### config.mk
export PLATFORM = sky130hd
export DESIGN_NAME = outbox
export DESIGN_NICKNAME = d
export VERILOG_FILES = /design/src/rtl/hrm_pkg.sv /design/src/rtl/ram_dp_async.sv /design/src/rtl/outbox.sv
export SDC_FILE = /design/constraint.sdc
export NUM_CORES = 1
export LEC_CHECK = 0
export BUFFER_PORTS_ARGS = -buffer_cell sky130_fd_sc_hd__buf_2
export CORE_MARGIN = 5
export CORE_UTILIZATION = 55
export CTS_CLUSTER_DIAMETER = 50
export DETAILED_ROUTE_END_ITERATION = 16
export GPL_TIMING_DRIVEN = 0
export HOLD_SLACK_MARGIN = 0.05
export PLACE_DENSITY = 0.72
export RECOVER_POWER = 50
export SYNTH_ARGS = -nofsm -noshare
export SYNTH_HDL_FRONTEND = slang
export SYNTH_SLANG_ARGS = --single-unit
### constraint.sdc
create_clock -name clk -period 4.3 [get_ports clk]
set_input_delay 0.86 -clock clk [delete_from_list [all_inputs] [get_ports clk]]
set_output_delay 0.86 -clock clk [all_outputs]
set_load 0.1 [all_outputs]
### src/rtl/hrm_pkg.sv
// Shared definitions for the little-man style machine: data word type, default
// FIFO geometry and the opcode encoding used by the control unit.
package hrm_pkg;

    localparam int HRM_WIDTH      = 8;
    localparam int HRM_DEPTH_LOG2 = 5;

    typedef logic [HRM_WIDTH-1:0] hrm_word_t;

    typedef enum logic [3:0] {
        OP_INBOX    = 4'h0,
        OP_OUTBOX   = 4'h1,
        OP_COPYFROM = 4'h2,
        OP_COPYTO   = 4'h3,
        OP_ADD      = 4'h4,
        OP_SUB      = 4'h5,
        OP_BUMPUP   = 4'h6,
        OP_BUMPDN   = 4'h7,
        OP_JUMP     = 4'h8,
        OP_JUMPZ    = 4'h9,
        OP_JUMPN    = 4'hA
    } hrm_opcode_t;

    function automatic logic is_outbox_op(input hrm_opcode_t op);
        return op == OP_OUTBOX;
    endfunction

endpackage

### src/rtl/ram_dp_async.sv
// Simple dual-port storage: one synchronous write port, one asynchronous read
// port. Contents are never reset.
module ram_dp_async #(
    parameter int WIDTH  = 8,
    parameter int ADDR_W = 5
) (
    input  logic              clk,
    input  logic              we,
    input  logic [ADDR_W-1:0] waddr,
    input  logic [WIDTH-1:0]  wdata,
    input  logic [ADDR_W-1:0] raddr,
    output logic [WIDTH-1:0]  rdata
);

    logic [WIDTH-1:0] mem [2**ADDR_W];

    always_ff @(posedge clk) begin
        if (we) begin
            mem[waddr] <= wdata;
        end
    end

    assign rdata = mem[raddr];

endmodule

### src/rtl/outbox.sv
// Show-ahead output FIFO fed by the control unit's OUTBOX strobe.
// Optional same-cycle empty bypass is enabled by defining OUTBOX_BYPASS_EN.
module outbox
    import hrm_pkg::*;
#(
    parameter int WIDTH      = HRM_WIDTH,
    parameter int DEPTH_LOG2 = HRM_DEPTH_LOG2
) (
    input  logic                  clk,
    input  logic                  i_rst,
    input  logic                  wO,
    input  logic [WIDTH-1:0]      i_data,
    output logic                  outFull,
    output logic [WIDTH-1:0]      o_data,
    output logic                  o_valid,
    input  logic                  i_ready,
    output logic [DEPTH_LOG2:0]   o_count,
    output logic                  o_overflow
);

    // Handshake: a word leaves on a rising edge where o_valid and i_ready are
    // both high; o_data is held steady while o_valid is high and i_ready low.

    logic [DEPTH_LOG2:0] wr_ptr;
    logic [DEPTH_LOG2:0] rd_ptr;
    logic                empty;
    logic                bypass;
    logic                push_en;
    logic                pop_en;
    logic [WIDTH-1:0]    ram_rdata;

    // Pointers carry an extra wrap bit so full and empty are distinguishable.
    assign empty   = (wr_ptr == rd_ptr);
    assign outFull = (wr_ptr[DEPTH_LOG2] != rd_ptr[DEPTH_LOG2]) &&
                     (wr_ptr[DEPTH_LOG2-1:0] == rd_ptr[DEPTH_LOG2-1:0]);
    assign o_count = wr_ptr - rd_ptr;

`ifdef OUTBOX_BYPASS_EN
    assign bypass = empty & wO & i_ready;
`else
    assign bypass = 1'b0;
`endif

    assign o_valid = ~empty | bypass;
    assign o_data  = bypass ? i_data : ram_rdata;

    // Fullness is judged before the edge, so a pop does not make room for a
    // push in the same cycle.
    assign push_en = wO & ~outFull & ~bypass;
    assign pop_en  = ~empty & i_ready;

    always_ff @(posedge clk) begin
        if (i_rst) begin
            wr_ptr     <= '0;
            rd_ptr     <= '0;
            o_overflow <= 1'b0;
        end else begin
            if (push_en) begin
                wr_ptr <= wr_ptr + 1'b1;
            end
            if (pop_en) begin
                rd_ptr <= rd_ptr + 1'b1;
            end
            if (wO & outFull) begin
                o_overflow <= 1'b1;
            end
        end
    end

    ram_dp_async #(
        .WIDTH  (WIDTH),
        .ADDR_W (DEPTH_LOG2)
    ) u_ram (
        .clk   (clk),
        .we    (push_en & ~i_rst),
        .waddr (wr_ptr[DEPTH_LOG2-1:0]),
        .wdata (i_data),
        .raddr (rd_ptr[DEPTH_LOG2-1:0]),
        .rdata (ram_rdata)
    );

endmodule

======== Yosys cells after proc, flatten, opt, wreduce, memory -nomap -nowiden ========
Memory sizes are Yosys's and may differ from the RTL's. A register that Yosys moved wholly into a read port is not among the register bits.
Index checks and enable logic that the tools add are counted.
cells by class
  add/subtract/negate cells ............... 3
  $mul .................................... 0
  div/mod/pow operators ................... 0
  $lt $le $gt $ge ......................... 0
  eq/ne operators ......................... 3
  shift operators ......................... 0
  mux-type cells .......................... 4
  bitwise operators ....................... 7
  reduce and logical (&&, ||, !) cells .... 1
operator list
  operator                                     number
  adder 6 x 1 -> 6 bit, second input constant  2
  two-way mux 5 bit                            2
  equality test 6 bit                          1
  subtractor 6 bit                             1
  equality test 5 bit                          1
  bitwise AND 1 bit                            4
  inverter 1 bit                               3
  two-way mux 1 bit                            2
  logical AND 1 bit                            1
  inequality test 1 bit                        1
word-level totals
  flip-flop bits (word level) ............. 13
  latch bits .............................. 0
  RAM bits ................................ 256
  ROM bits ................................ 0
  bits of input ports ..................... 12
  word-level logic and storage cells ...... 22
  memories ................................ 1
memories
  name       words  width  rd ports  clocked after memory_dff  write ports  RTL line            source
  u_ram.mem  32     8      1         1                         1            ram_dp_async.sv:15  logic [WIDTH-1:0] mem [2**ADDR_W];

======== Longest topological paths before layout ========
Gate-level depths: netlist (run 1).
  word-level depth ........................ 7
  gate-level depth with buffers ........... 7
  depth with buffers taken out ............ 7

======== By module ========
Synthesis (run 1) repeated with hierarchy kept, for this count alone.
unflattened totals
  cells, all modules ...................... 514
  area, all modules ....................... 10767.8 sq um
by module, submodules not included
  module        times used  cells an instance  area an instance (sq um)  sequential area each (sq um)
  ram_dp_async  1           409                9893.2                    7687.4
  outbox        1           105                874.6                     260.2

======== Worst setup path before layout (run 1) ========
Ideal clock, no wire load.
  path kind ............................... reg-to-output
  start ................................... register with a tool-made name
  end ..................................... output port o_data[0]
  arrival ................................. 3.986 ns
  required time ........................... 3.440 ns
  setup slack ............................. -0.546 ns
  stages on the path, launching flop included .. 6
  buffers on the path ..................... 2
  cells stage by stage .................... dfxtp_1 -> buf_4 -> buf_4 -> mux4_2 -> o22ai_1 -> nor4_1
RTL lines
  element    RTL line      source
  to (decl)  outbox.sv:14  output logic [WIDTH-1:0] o_data,

==> results.md, run 1 <==
* Status: complete, but fails checks
* Failing checks: max-capacitance violations, max-slew violations
* Vias at between 5000 and 6000
* EDFF count, synth at 256
* CP max FO at 10
* Asr flop ratio synth at 0
* Share of layout cells above drive strength 1 at 0.248
* Synth-to-Final Area Change at 14.2%
* CORE AREA at approximately 19000 um^2
* Top cell type by total area after synthesis: edfxtp_1
* Starting Density at 0.555
* Clk Tree Root Cell: clkbuf_16
* DP Area at 11300 um^2
* Slew at the pin with the worst max-slew slack at roughly 1700 ps
* Die width at 150 um
* Crit share post-route at 0.897
* HPWL after detailed placement at between 10000 and 15000 um
* Layout Nets at ~630
* Final hold vios at 0
* Required @ worst endpoint at 3440 ps
* Slew headroom at -0.111
* Routed Antenna Nets at 0
* Mapped Nets at 570
* Clock sink count at about 270
* Initial antenna violation count at 0
* Critical path's top delay family: buffers and inverters
* Met3 Routed Length at 1510 um
* PostCTS Resize Cnt at 0
* Register area share after synthesis at 0.749
* Slowest cell on crit path: buf_1
* Max Buffers Root-to-Sink at 3
* Fmax at 259 MHz
* Gate Count Post-Synth at ~550
* Grt total ovfl at 0
* Top FF cell, synth: edfxtp_1
* Post-CTS setup buffer count at 0
* Crit end category: output port
* Crit path arrival time at roughly 3000 ps
* Area of the die at 22400 um^2
* Number of max-cap violations at 3
* Syn avg cell area at 19.6 um^2
* CTS tree: yes
* Die Ht at 150 um
* Post-synth top area share at 0.716
* CTS clk-pin slew, worst paths at 60 ps
* Synthesized cell area at 10700 um^2
* Port Buf Inserts at 28
* Crit path time final at 3860 ps
* Largest net degree at the start of global routing at 33
* Row cnt at 51
* Critical path type: reg2out
* Synthesized flop and latch total at 274
* CTS Buf Count at 29
* Setup Total Neg Slack at 0 ps
* Ant diodes at 0
* First-pass GRT wire length at 34100 um
* Yosys warning total at 0
* Pleak at 3.82 nW
* Vias in the first global route at between 5000 and 6000
* Slew Viols, Final at 66
* Pre-Repair DR Iteration Count at 4
* Peak VDD IR at between 0.3 and 0.4 mV
* Clk Latency, worst-skew pair at 550 ps
* Htree depth at 1
* Synth unique cells at a little over 40
* Total routed wirelength at 22000 um
* GRT Overall Usage at 0.205
* Worst Skew at approximately 14 ps
* Post-route cell area at 12300 um^2
* Most frequent cells in the layout: edfxtp_1 (256), mux4_2 (64), nor2_1 (46)
* Met2 Wirelength at between 10000 and 15000 um
* PwrDens at 523 nW/um^2
* M1 wire length at 9280 um
* IO Pins at 29
* Top layer in use: met4
* Post-route DRC violation count at 0
* Avg WL per Cell at 24.6 um
* Iter 0 DRT Violations at 506
* Synth area leaders: edfxtp_1 (72%), mux4_2 (13%), dfxtp_1 (3.4%)
* Vias/cell at 6.10
* Cts hold-fix bufs at 0
* Commonest non-fill, non-tap cell in the layout: edfxtp_1
* Buf/Inv on CP at 3
* # setup viols final at 0
* RePlAce Congestion at 0.843
* Worst Hold Class: reg2reg
* RSZ-0062 raised after global routing: false
* Startpoint class of the critical path: flip-flop
* Overall Power at between 6 and 7 mW
* Crit-path cells: clkbuf_2, buf_1, mux4_2, o22ai_1, nor4_2, buf_2
* CP max stage delay at ~560 ps
power by group:
part	internal (mW)	leakage, nW	switching, mW
combinational	0.194	0.873	0.633
clock	1.63	0.498	1.00
sequential	2.93	2.45	0.0119
total	4.76	3.82	1.65
synth_stat cells, types with 3 or more instances:
cell type  instances
nand3_1            5
o22ai_1           32
nor2_1            46
nand4_1            3
xor2_1             3
dfxtp_1           18
clkbuf_1           7
or3b_2             3
xnor2_1            6
buf_2              6
buf_4              6
nand3b_1           6
a21oi_1            7
o31ai_1            3
edfxtp_1         256
buf_1              4
o21ai_0            3
ha_1              10
inv_1             13
nand2_1            9
mux4_2            64
or3_1              4
nor4_1             8
worst paths after layout:
kind | startpoint | to | slack [ps] | cells past startpoint
worst max register to register | rd_ptr[1] | u_ram.mem[11][5] | 1160 | 6
worst max-delay path | flip-flop | o_data[5] | 440 | 6
worst min-delay path | o_overflow | o_overflow | 490 | 2
worst min register to register | o_overflow | o_overflow | 490 | 2
logic make-up (layout without fill, tap and decap cells):
kind of cell | count (synthesis) | after routing | share of synthesized area
adder cells (fa/ha/maj) | 11 | 11 | 0.0135
flip-flops | 274 | 274 | 0.749
multiplexers | 66 | 66 | 0.136
buffers and inverters | 38 | 120 | 0.0163
AO/OA/AOI/OAI | 56 | 56 | 0.0336
XOR/XNOR | 10 | 10 | 0.00886
AND/OR/NAND/NOR | 92 | 92 | 0.0423
worst reg2reg max path, delay by kind of cell, from the launching register on:
| kind | cells | cell delay [ps] |
|---|---|---|
| simple gates | 3 | 1420 |
| buf+inv | 1 | 70 |
| fa+ha+maj | 1 | 320 |
| flops | 1 | 440 |
| compound gates | 1 | 500 |
layout make-up:
class	instances	area [um^2]
Multi-Input combinational cell	235	2560
Inverter	13	48.8
Clock inverter	19	256
Sequential cell	274	8050
Fill cell	1294	7070
Tap cell	265	332
Timing Repair Buffer	28	129
Clock buffer	35	768
Buffer	25	126
routing by layer:
| metal | GRT usage | up-vias |
|---|---|---|
| li1 | - | 2376 |
| met1 | 0.297 | 2821 |
| met2 | 0.325 | 212 |
| met3 | 0.0376 | 41 |
| met4 | 0.0567 | 0 |
| met5 | 0 | - |
metrics by stage:
| step | hold WS, ps | setup WS [ps] | cells | util |
|---|---|---|---|---|
| finish | 494 | 445 | 894 | 0.635 |
| CTS | 494 | 444 | 894 | 0.635 |
| global route | 533 | 384 | 894 | 0.635 |
| floorplan | 478 | 376 | 547 | - |
| detailed placement | 477 | 1010 | 840 | 0.582 |
| global placement | 454 | 1080 | 840 | 0.582 |
flip-flops by register name, summed over array words and instances, names as in the netlist, named ones only:
name        cells
o_overflow      1
rd_ptr          6
u_ram.mem     256
wr_ptr          6
Note: power is estimated with default switching activity, not from simulation.
==> inputs of run 2 (changes only) <==
--- a/config.mk
+++ b/config.mk
@@ -7,13 +7,13 @@
 export LEC_CHECK = 0
 export BUFFER_PORTS_ARGS = -buffer_cell sky130_fd_sc_hd__buf_2
 export CORE_MARGIN = 5
-export CORE_UTILIZATION = 55
+export CORE_UTILIZATION = 66
 export CTS_CLUSTER_DIAMETER = 50
 export DETAILED_ROUTE_END_ITERATION = 16
 export GPL_TIMING_DRIVEN = 0
 export HOLD_SLACK_MARGIN = 0.05
-export PLACE_DENSITY = 0.72
-export RECOVER_POWER = 50
+export PLACE_DENSITY = 0.84
+export RECOVER_POWER = 100
 export SYNTH_ARGS = -nofsm -noshare
 export SYNTH_HDL_FRONTEND = slang
 export SYNTH_SLANG_ARGS = --single-unit
==> run 2 against run 1 <==
The run still ends with max-capacitance violations, max-slew violations left. Total power decreased by 6.0%. Maximum frequency increased by 0.66%. Wire length grew 8.9%. Cell count down 6.6%. Core utilization up 12 points. Non-clock buffer count unchanged. Hold slack lost 13 ps. Count of clock-buffer cells in the layout is 5 lower. Sequential share of layout area is 1.4 points higher. Highest routed layer unchanged.
==> results.md, run 2 (synthesized netlist as in run 1, its figures left out) <==
* Min-delay src: o_overflow
* Largest Register: u_ram.mem
* PostCTS Resize Cnt at 0
* CP max FO at 8
* Failing checks: max-capacitance violations, max-slew violations
* CTS tree: yes
* RSZ-0062 raised after global routing: false
* Ant diodes at 0
* Share of layout cells above drive strength 1 at 0.226
* Htree depth at 1
* Row cnt at 46
* Post-CTS setup buffer count at 0
* Reg2reg start: rd_ptr[1]
* Crit share post-route at 0.891
* Layout Nets at approximately 630
* Status: complete, but fails checks
* First-pass GRT wire length at 36500 um
* Post-route cell area at around 12000 um^2
* Pleak at around 3.7 nW
* Grt total ovfl at 0
* Area of the die at about 19000 um^2
* CTS Buf Count at 27
* Iter 0 DRT Violations at 669
* Initial antenna violation count at 0
* Vias at 5729
* IO Pins at 29
* # fillers at roughly 900
* Clk Tree Root Cell: clkbuf_16
* Avg WL per Cell at 28.7 um
* Biggest registers after layout: u_ram.mem x256, rd_ptr x6, wr_ptr x6
* DP Area at 11200 um^2
* Cts hold-fix bufs at 0
* Fmax at 261 MHz
* Routed Antenna Nets at 0
* Setup Total Neg Slack at 0 ps
* WHS at ~480 ps
* GRT Overall Usage at 0.270
* Required @ worst endpoint at 3440 ps
* Startpoint class of the critical path: flip-flop
* Max Buffers Root-to-Sink at 3
* Final hold vios at 0
* Worst Hold Class: reg2reg
* Slew at the pin with the worst max-slew slack at around 1600 ps
* Peak VDD IR at about 0.43 mV
* # setup viols final at 0
* RePlAce Congestion at 0.847
* Commonest non-fill, non-tap cell in the layout: edfxtp_1
* Crit path time final at between 3000 and 4000 ps
* Die Ht at around 140 um
* Post-route DRC violation count at 0
* Synth-to-Final Area Change at 11.8%
* Crit end category: output port
* Critical path type: reg2out
* CORE AREA at 15900 um^2
* Max reg flops at 256
* Starting Density at 0.674
* Slew Viols, Final at between 100 and 150
* Largest net degree at the start of global routing at 33
* Setup slack, reg-to-reg at 1020 ps
* Pre-Repair DR Iteration Count at 7
* Crit path arrival time at between 2000 and 3000 ps
* Clock sink count at 274
* Vias in the first global route at just over 6000
* Worst Skew at 13.6 ps
* PwrDens at 502 nW/um^2
* Number of max-cap violations at 4
* Die width at 138 um
* CTS clk-pin slew, worst paths at 60 ps
* Total routed wirelength at between 20000 and 25000 um
* Clk Latency, worst-skew pair at approximately 520 ps
* Port Buf Inserts at 28
* Vias/cell at 6.86
* Most frequent cells in the layout: edfxtp_1 (256), mux4_2 (64), nor2_1 (46)
* HPWL after detailed placement at 14400 um
* Slew headroom at -0.0695
==> run 2: area by class of cell <==
class	count	area [um^2]	area share
clock buffer	30	687	0.0572
buffer	25	126	0.0105
clock inverter	14	148	0.0123
inverter	13	48.8	0.00406
sequential	274	8050	0.670
timing repair buffer	28	119	0.00990
tap	216	270	0.0225
multi-input combinational	235	2560	0.213
==> run 2: worst paths after layout <==
path                 endpoint  cells after the start
max                 o_data[1]                      6
min                o_overflow                      2
max reg2reg  u_ram.mem[10][3]                      6
min reg2reg        o_overflow                      2
==> run 2: worst max-delay path, cell delays in order, from the launching register on <==
cell and delay, ps:
dfxtp_1 320, clkbuf_1 380, or3b_2 220, buf_1 370
o22ai_1 230, nor4_2 400, clkbuf_2 530
==> run 2: routing by layer <==
layer	wire (um)	vias to the layer above	track usage
li1	-	2359	-
met1	8650	2917	0.365
met2	12200	391	0.449
met3	2200	62	0.0475
met4	904	0	0.0970
met5	0	-	0
==> run 2: power breakdown <==
group	internal, mW	switching (mW)	leakage, nW
registers	2.93	0.0125	2.45
logic	0.186	0.640	0.845
clock network	1.32	0.935	0.413
total	4.44	1.59	3.71
==> run 2: through the flow <==
step,setup WS [ps],util,power [mW],instances
final,470,0.753,6.03,835
after global routing,348,0.753,6.20,835
after CTS,552,0.755,6.05,835
after detailed placement,1110,0.702,3.83,791
after global placement,1170,0.702,3.81,791
after floorplan,376,-,3.65,547
==> inputs of run 3 (changes only) <==
--- a/config.mk
+++ b/config.mk
@@ -7,12 +7,12 @@
 export LEC_CHECK = 0
 export BUFFER_PORTS_ARGS = -buffer_cell sky130_fd_sc_hd__buf_2
 export CORE_MARGIN = 5
-export CORE_UTILIZATION = 66
+export CORE_UTILIZATION = 55
 export CTS_CLUSTER_DIAMETER = 50
 export DETAILED_ROUTE_END_ITERATION = 16
 export GPL_TIMING_DRIVEN = 0
 export HOLD_SLACK_MARGIN = 0.05
-export PLACE_DENSITY = 0.84
+export PLACE_DENSITY = 0.72
 export RECOVER_POWER = 100
 export SYNTH_ARGS = -nofsm -noshare
 export SYNTH_HDL_FRONTEND = slang
==> run 3 against run 2 <==
The run still ends with max-capacitance violations, max-slew violations left. Clock power grew 17%. Via count shrank 4.9%. Core utilization down 12 points. Setup slack got worse by 23 ps. Global-route usage down 6.5 points. Sequential cell count unchanged. Final area is 2.1% higher. Wire length down 8.4%. Register-to-register slack improved by 130 ps. Critical path depth did not move. Hold slack gained 12 ps. Critical path type unchanged. Largest power group unchanged.
==> results.md, run 3 (synthesized netlist as in run 1, its figures left out) <==
* R2R depth at 6
* Critical path type: reg2out
* # setup viols final at 0
* Hold depth at 2
* Slowest cell on crit path: clkbuf_1
* Routed Antenna Nets at 0
* Largest net degree at the start of global routing at 33
* Htree depth at 1
* Area of the die at 22400 um^2
* Max reg flops at roughly 260
* Die Ht at 150 um
* Critical Path Stages at 6
* CP max FO at 10
* Crit-path cells: clkbuf_2, clkbuf_1, mux4_2, o22ai_1, nor4_2, clkbuf_2
* Iter 0 DRT Violations at 523
* Most frequent cells in the layout: edfxtp_1 (256), mux4_2 (64), nor2_1 (46)
* Slew Viols, Final at 66
* Layout Nets at around 630
* Crit end category: output port
* Share of layout cells above drive strength 1 at 0.235
* RSZ-0062 raised after global routing: false
* Pleak at 3.79 nW
* Final hold vios at 0
* Worst Skew at 10.5 ps
* Slew headroom at -0.0941
* CTS tree: yes
* Vias at 5450
* Min-delay src: o_overflow
* Failing checks: max-capacitance violations, max-slew violations
* Max Buffers Root-to-Sink at 3
* Avg WL per Cell at ~25 um
* Fmax at 260 MHz
* Row cnt at ~50
* GRT Overall Usage at 0.205
* Crit path time final at just under 4000 ps
* Cts hold-fix bufs at 0
* Slew at the pin with the worst max-slew slack at 1640 ps
* Clock sink count at 274
* Number of max-cap violations at 3
* Overall Power at 6.40 mW
* CORE AREA at 19300 um^2
* Biggest registers after layout: u_ram.mem x256, rd_ptr x6, wr_ptr x6
* Required @ worst endpoint at 3440 ps
* Startpoint class of the critical path: flip-flop
* Fin util at 0.634
* Total routed wirelength at between 20000 and 25000 um
* Ant diodes at 0
* Port Buf Inserts at 28
* Buf/Inv on CP at 3
* Clk Latency, worst-skew pair at 540 ps
* Vias in the first global route at between 5000 and 6000
* Worst Hold Class: reg2reg
* Vias/cell at 6.10
* Peak VDD IR at 0.366 mV
* Post-CTS setup buffer count at 0
* Setup Total Neg Slack at 0 ps
* Die width at 150 um
* Grt total ovfl at 0
* CTS clk-pin slew, worst paths at 60 ps
* CP max stage delay at 540 ps
* PostCTS Resize Cnt at 0
* Commonest non-fill, non-tap cell in the layout: edfxtp_1
* CTS Buf Count at 29
* Crit path arrival time at roughly 3000 ps
* PwrDens at 522 nW/um^2
* HPWL after detailed placement at between 10000 and 15000 um
* Reg2reg start: rd_ptr[1]
* Pre-Repair DR Iteration Count at 5
* Status: complete, but fails checks
* First-pass GRT wire length at ~34000 um
* Post-route DRC violation count at 0
* Clk Tree Root Cell: clkbuf_16
* IO Pins at 29
* Largest Register: u_ram.mem
* RePlAce Congestion at 0.843
* # fillers at 1302
* Crit-path most repeated cell: clkbuf_2
* Critical path's top delay family: buffers and inverters
* Starting Density at 0.555
* Crit share post-route at 0.896
* Initial antenna violation count at 0
* Synth-to-Final Area Change at 14.2%
-- run 3: cell types whose count changed in the layout (fill, tap and decap cells not counted), sizes merged --
cell / before / now
inv: 13 / 15
clkinvlp: 0 / 1
clkinv: 11 / 10
bufinv: 3 / 6
clkbuf: 64 / 69
-- run 3: final cells by class --
cell class / count / area [um^2] / area share
plain buffers: 25 / 126 / 0.0103
clock buffers: 35 / 768 / 0.0627
flip-flops and latches: 274 / 8050 / 0.656
inverters: 13 / 48.8 / 0.00398
well taps: 265 / 332 / 0.0270
clock inverters: 19 / 256 / 0.0209
multi-input cells: 235 / 2560 / 0.209
repair buffers: 28 / 119 / 0.00970
-- run 3: where the power goes --
group	leakage (nW)	internal, mW	total [mW]	switching (mW)
clock network	0.498	1.63	2.64	1.00
logic	0.845	0.186	0.819	0.634
registers	2.45	2.93	2.95	0.0119
total	3.79	4.75	6.40	1.65
-- run 3: worst paths after layout --
| kind | endpoint | slack, ps |
|---|---|---|
| max | o_data[4] | 450 |
| min | o_overflow | 490 |
| max reg2reg | u_ram.mem[11][5] | 1150 |
| min reg2reg | o_overflow | 490 |
-- run 3: tightest hold or removal path: cells and delay by family, from the launching register on --
kind / cells / cell delay (ps)
compound gates: 1 / 50
flops: 1 / 340
simple gates: 1 / 70
-- run 3: stage by stage --
| stage | setup WS (ps) | std cells | instance area, um^2 | hold slack, ps |
|---|---|---|---|---|
| floorplan | 376 | 547 | 10800 | 478 |
| global placement | 1080 | 840 | 11300 | 454 |
| detailed placement | 1010 | 840 | 11300 | 477 |
| CTS | 444 | 894 | 12300 | 494 |
| global route | 297 | 894 | 12300 | 533 |
| finish | 447 | 894 | 12300 | 494 |
-- run 3: per-layer routing --
layer  part of all wire  track usage  wire length (um)  vias to the layer above
met5                  0            0                 0                        -
met2               0.49        0.325             10700                      222
met4              0.023       0.0567               512                        0
met3              0.070       0.0376              1540                       36
li1                   -            -                 -                     2375
met1               0.42        0.297              9230                     2817
